## config.mk

```make
export PLATFORM = sky130hd
export DESIGN_NAME = haar_feature_evaluator
export DESIGN_NICKNAME = d
export VERILOG_FILES = /design/src/rtl/haar_feature_evaluator.sv
export SDC_FILE = /design/constraint.sdc
export NUM_CORES = 2
export LEC_CHECK = 0
export CORE_MARGIN = 2
export CORE_UTILIZATION = 55
export CTS_BUF_LIST = sky130_fd_sc_hd__clkbuf_4
export DETAILED_ROUTE_END_ITERATION = 12
export GPL_TIMING_DRIVEN = 0
export PLACE_DENSITY = 0.73
export SYNTH_ARGS = -nofsm -noshare
export SYNTH_HDL_FRONTEND = slang
export SYNTH_SLANG_ARGS = --single-unit
```

## constraint.sdc

```tcl
create_clock -name clk_os -period 18.75 [get_ports clk_os]
set_clock_uncertainty 0.1 [all_clocks]
set_input_delay 1.875 -clock clk_os [delete_from_list [all_inputs] [get_ports clk_os]]
set_output_delay 1.875 -clock clk_os [all_outputs]
set_load 0.03 [all_outputs]
```

## src/rtl/haar_feature_evaluator.sv

```systemverilog
// Evaluates one Haar cascade stage of two-rectangle features on a captured integral-image window.
// Build option: define HAAR_EVAL_SATURATE_EN to saturate the stage accumulator (default wraps).
module haar_feature_evaluator #(
    parameter int DATA_WIDTH_12   = 12,
    parameter int INTEGRAL_WIDTH  = 3,
    parameter int INTEGRAL_HEIGHT = 3,
    parameter int NUM_FEATURES    = 4,
    parameter int ACC_WIDTH       = 20,
    parameter int IDX_W           = 4
) (
    input  logic                                                    clk_os,
    input  logic                                                    reset_os,
    input  logic [INTEGRAL_WIDTH*INTEGRAL_HEIGHT*DATA_WIDTH_12-1:0] i_integral_image,
    input  logic                                                    i_integral_image_ready,
    input  logic signed [ACC_WIDTH-1:0]                             i_stage_threshold,
    input  logic                                                    cfg_wen,
    input  logic [3:0]                                              cfg_addr,
    input  logic [8*IDX_W+55:0]                                     cfg_data,
    output logic                                                    o_busy,
    output logic                                                    o_valid,
    output logic                                                    o_pass,
    output logic signed [ACC_WIDTH-1:0]                             o_stage_sum,
    output logic                                                    o_drop
);
    localparam int N_ENT  = INTEGRAL_WIDTH * INTEGRAL_HEIGHT;
    localparam int WIN_W  = N_ENT * DATA_WIDTH_12;
    localparam int FEAT_W = 8 * IDX_W + 40;
    localparam int CFG_W  = 8 * IDX_W + 56;
    localparam int CMP_W  = (ACC_WIDTH > 16) ? ACC_WIDTH : 16;

    typedef enum logic [2:0] {IDLE, RECT0, RECT1, VOTE, DONE} state_t;

    state_t                      state;
    logic [3:0]                  f_idx;
    logic [FEAT_W-1:0]           feat_tab [16];
    logic [WIN_W-1:0]            win_p0;
    logic signed [ACC_WIDTH-1:0] thr_p0;
    logic signed [ACC_WIDTH-1:0] prod0_p1;
    logic signed [ACC_WIDTH-1:0] fsum_p2;
    logic signed [ACC_WIDTH-1:0] acc;

    // Feature fields sit in the low FEAT_W bits of cfg_data; the top 16 bits are reserved.
    logic unused_cfg;
    assign unused_cfg = ^cfg_data[CFG_W-1:FEAT_W];

    function automatic logic signed [ACC_WIDTH-1:0] corner(input logic [IDX_W-1:0] idx,
                                                           input logic [WIN_W-1:0] win);
        logic signed [ACC_WIDTH-1:0] v;
        v = '0;
        for (int i = 0; i < N_ENT; i++)
            if (idx == IDX_W'(i)) v = ACC_WIDTH'(win[i*DATA_WIDTH_12 +: DATA_WIDTH_12]);
        return v;
    endfunction

    // Corner indices packed {a, b, c, d}; area = d - b - c + a.
    function automatic logic signed [ACC_WIDTH-1:0] rect_sum(input logic [4*IDX_W-1:0] idx,
                                                             input logic [WIN_W-1:0] win);
        return corner(idx[IDX_W-1:0], win) - corner(idx[3*IDX_W-1:2*IDX_W], win)
             - corner(idx[2*IDX_W-1:IDX_W], win) + corner(idx[4*IDX_W-1:3*IDX_W], win);
    endfunction

    function automatic logic signed [ACC_WIDTH-1:0] acc_add(input logic signed [ACC_WIDTH-1:0] a,
                                                            input logic signed [7:0] v);
`ifdef HAAR_EVAL_SATURATE_EN
        logic signed [ACC_WIDTH:0] s;
        s = (ACC_WIDTH+1)'(a) + (ACC_WIDTH+1)'(v);
        if (s[ACC_WIDTH] != s[ACC_WIDTH-1])
            return s[ACC_WIDTH] ? {1'b1, {(ACC_WIDTH-1){1'b0}}} : {1'b0, {(ACC_WIDTH-1){1'b1}}};
        return s[ACC_WIDTH-1:0];
`else
        return a + ACC_WIDTH'(v);
`endif
    endfunction

    logic [FEAT_W-1:0]           feat;
    logic [4*IDX_W-1:0]          r0_idx, r1_idx;
    logic signed [3:0]           w0, w1;
    logic signed [15:0]          f_thr;
    logic signed [7:0]           vote_pass, vote_fail, vote;
    logic signed [ACC_WIDTH-1:0] rect0, rect1, prod0, fsum, acc_next;
    logic                        capture, last_feat, cfg_ok;

    assign feat      = feat_tab[f_idx];
    assign r0_idx    = feat[FEAT_W-1 -: 4*IDX_W];
    assign r1_idx    = feat[FEAT_W-1-4*IDX_W -: 4*IDX_W];
    assign w0        = feat[39:36];
    assign w1        = feat[35:32];
    assign f_thr     = feat[31:16];
    assign vote_pass = feat[15:8];
    assign vote_fail = feat[7:0];

    assign rect0    = rect_sum(r0_idx, win_p0);
    assign rect1    = rect_sum(r1_idx, win_p0);
    assign prod0    = ACC_WIDTH'(w0) * rect0;
    assign fsum     = prod0_p1 + ACC_WIDTH'(w1) * rect1;
    assign vote     = (CMP_W'(fsum_p2) < CMP_W'(f_thr)) ? vote_fail : vote_pass;
    assign acc_next = acc_add(acc, vote);

    assign capture   = (state == IDLE) && i_integral_image_ready;
    assign last_feat = (f_idx == 4'(NUM_FEATURES - 1));
    assign cfg_ok    = cfg_wen && ({1'b0, cfg_addr} < 5'(NUM_FEATURES));

    always_ff @(posedge clk_os or negedge reset_os) begin
        if (!reset_os) begin
            state       <= IDLE;
            f_idx       <= '0;
            acc         <= '0;
            o_busy      <= 1'b0;
            o_valid     <= 1'b0;
            o_pass      <= 1'b0;
            o_stage_sum <= '0;
            o_drop      <= 1'b0;
            for (int i = 0; i < 16; i++) feat_tab[i] <= '0;
        end else begin
            if (i_integral_image_ready && state != IDLE) o_drop <= 1'b1;
            case (state)
                IDLE: begin
                    if (capture) begin
                        acc    <= '0;
                        f_idx  <= '0;
                        o_busy <= 1'b1;
                        state  <= RECT0;
                    end else if (cfg_ok) begin
                        feat_tab[cfg_addr] <= cfg_data[FEAT_W-1:0];
                    end
                end
                RECT0: state <= RECT1;
                RECT1: state <= VOTE;
                VOTE: begin
                    acc <= acc_next;
                    if (last_feat) begin
                        o_valid     <= 1'b1;
                        o_pass      <= (acc_next >= thr_p0);
                        o_stage_sum <= acc_next;
                        state       <= DONE;
                    end else begin
                        f_idx <= f_idx + 4'd1;
                        state <= RECT0;
                    end
                end
                DONE: begin
                    o_valid <= 1'b0;
                    o_busy  <= 1'b0;
                    state   <= IDLE;
                end
                default: state <= IDLE;
            endcase
        end
    end

    // p0: window capture, p1: weighted rect0, p2: feature sum
    always_ff @(posedge clk_os) begin
        if (capture) begin
            win_p0 <= i_integral_image;
            thr_p0 <= i_stage_threshold;
        end
        if (state == RECT0) prod0_p1 <= prod0;
        if (state == RECT1) fsum_p2 <= fsum;
    end
endmodule

```

==> summary.txt <==
Route
  • Routed WL: 202,000 microns
  • Detailed-route wire length per cell: 25.2 microns
  • DRC: 0
  • Initial DRC Count: 4,733
  • Vias/cell: 5.84
  • Pre-Repair DR Iteration Count: 9
  • DRT antenna net count: 0
  • DR vias: 46.8k

Final layout
  • Fillers: 9,650
  • FF+latch area: 35,100 sq um
  • Most frequent cells in the layout: dfrtp_1 (1,203), clkbuf_1 (990), clkbuf_4 (502), mux2_2 (339), mux4_2 (331)
  • Final net count: 6,668
  • Multi-input logic area: 27,100 sq um
  • Layout area overhead: 12.9%
  • Commonest non-fill, non-tap cell in the layout: dfrtp_1
  • Layout cells sized above 1: 0.218

Critical path
  • Required @ worst endpoint: 19.77 ns
  • Critical path buffers and inverters: 14
  • Most used cell, CP: buf_2
  • Crit path capture type: register
  • Slowest cell on crit path: nor3_1
  • CP delay by family, top: buffers and inverters
  • Setup CP Type: reg2reg
  • CP startpoint kind: register
  • Max FO, Critical Path: 10
  • Data arrival time of the worst path: 14.32 ns
  • CP peak stage delay: 0.74 ns
  • Flop-to-flop setup slack: 5.45 ns

STA
  • Fin. max-slew vios: 4
  • Period minus WS final: 13.30 ns
  • Worst Max-Slew Pin Slew: 1.65 ns
  • FMAX: 75.2 MHz
  • Setup violators final: 0
  • Final TNS setup: 0 ns
  • RSZ-0062 raised after global routing: false
  • Final Hold Vio Count: 0
  • Period utilization: 0.709
  • Headroom to the max-slew limit: -0.112

Place
  • HPWL after DPL: 147,000 microns
  • Port Buffer Count: 231
  • GP Congestion: 1.07

Global route
  • Vias in the first global route: 47.8k
  • Grt total ovfl: 0
  • Largest net degree at the start of global routing: 195
  • Initial antenna violation count: 12
  • First-pass GRT wire length: 301,000 microns
  • GRT Total Usage: 0.324

Yosys
  • Syn Nets: 6,066
  • Synth Instances: 5,547
  • Synth Area in Simple Gates: 0.0518
  • Mux cell area share after synthesis: 0.194
  • Yosys warns: 0
  • Unique masters post-synth: 87
  • Synthesis-stage register bit count: 1,371
  • Top FF cell, synth: dfrtp_1
  • Yosys top cell area share: 0.442
  • EDFF count, synth: 168
  • Main combinational cell family by area after synthesis: multiplexers
  • Synth top area cells: dfrtp_1 (44%), mux4_2 (11%), edfxtp_1 (7.4%), mux2_2 (5.6%), clkbuf_1 (5.5%)
  • Seq/Total Area, Yosys: 0.517
  • Compound-Gate Fraction of Synth Area: 0.0731
  • Cell Area, Synth: 68,000 sq um
  • Yosys top cell by area: dfrtp_1
  • Post-synthesis adder-cell area fraction: 0.0690
  • Synth Area in XOR/XNOR: 0.0108
  • Synth async-reset ratio: 0.877
  • Avg Inst Size Synth: 12.3 sq um

Die
  • Total core area: 123,000 sq um
  • Die height: 356 microns
  • Initial core utilization: 0.552
  • Chip width: 356 microns
  • Die area: 127,000 sq um
  • FP Rows: 129
  • I/O pin count: 248

Clocking
  • H-tree lvl count: 5
  • Root buf cell: clkbuf_4
  • Reg clk slew, reported paths: 0.07 ns
  • Max clock buf depth: 4
  • CTS tree: built
  • Hold_buf cts: 0
  • CTS buffer count: 359
  • Post-CTS Resized: 0
  • Worst skew pair latency: 1.29 ns
  • Clock sinks: 1,371
  • # Post-CTS Setup Buffers: 0

Status
  • Outcome: complete, but fails checks
  • Violated checks: max-capacitance violations, max-slew violations

Flow run
  • Max Cap Viol: 2

Hold path
  • Worst hold path type: reg2reg
## metrics by stage
stage          utilization  setup WS (ns)  area, sq um  instances  hold WS (ns)
6_report             0.623           5.45        76800       8009         0.350
3_3_place_gp         0.587         -35.79        72400       7415         0.331
2_1_floorplan            -           9.52        68000       5547         0.321
3_5_place_dp         0.589           5.72        72700       7425         0.340
4_1_cts              0.623           5.67        76800       8000         0.353
5_1_grt              0.623           4.94        76800       8007         0.359
## final timing paths
path                                  to          start  cells after the start
hold reg to reg            feat_tab[186]  feat_tab[186]                      1
hold / removal             feat_tab[186]  feat_tab[186]                      1
max in group asynchronous  feat_tab[908]       reset_os                      4
setup / recovery                  o_pass       f_idx[1]                     44
min in group asynchronous  feat_tab[579]       reset_os                      1
setup reg to reg                  o_pass       f_idx[1]                     44
## worst register-to-register path: cells and delay by family, from the launching register on
family                   cells  cell delay (ns)
multiplexers                 5             1.99
adder cells (fa/ha/maj)      4             0.92
buffers and inverters       14             4.24
AND/OR/NAND/NOR              7             1.77
XOR/XNOR                     2             0.50
flip-flops                   1             0.36
AO/OA/AOI/OAI               12             3.32
## routing by layer
metal / part of all wire / track usage
met4: 0.039 / 0.130
met2: 0.44 / 0.470
met5: 0.00014 / 0
met1: 0.43 / 0.469
met3: 0.095 / 0.0879
## cell type report
type / instances / area share
multi-input cells: 2745 / 0.353
clock inverters: 73 / 0.00458
repair buffers: 241 / 0.0333
inverters: 282 / 0.0138
flip-flops and latches: 1371 / 0.458
plain buffers: 1149 / 0.0612
well taps: 1637 / 0.0267
diodes: 9 / 0.000293
clock buffers: 502 / 0.0491
## flip-flops by register name (all words and copies together) (netlist names)
name,count
o_stage_sum,20
acc,20
o_busy,1
win_p0,108
o_pass,1
thr_p0,20
state,3
o_valid,1
feat_tab,1152
fsum_p2,20
prod0_p1,20
o_drop,1
f_idx,4
## kinds of logic (layout without fill, tap and decap cells)
logic type / after synthesis / after routing
muxes: 844 / 844
AOI/OAI and AO/OA: 751 / 751
and+or+nand+nor: 772 / 772
adders and majority gates: 295 / 295
DFF: 1371 / 1371
buffers and inverters: 1431 / 2247
xor gates and xnor gates: 83 / 83
other: 0 / 9
## cells in the mapped netlist, types with 49 or more instances
master    instances
inv_1           280
nor2_1          217
buf_2            90
ha_1            161
nor2b_1          49
mux4_2          331
a221oi_1         49
o21ai_0         179
clkbuf_1        990
dfrtp_1        1203
fa_1            134
xnor2_1          59
nand3_1          51
mux2i_1         159
nand2_1         290
a21oi_1         190
mux2_2          339
edfxtp_1        168
Power is not shown: default switching activity piles up to over one toggle a cycle in this logic, so the estimate is an artifact.
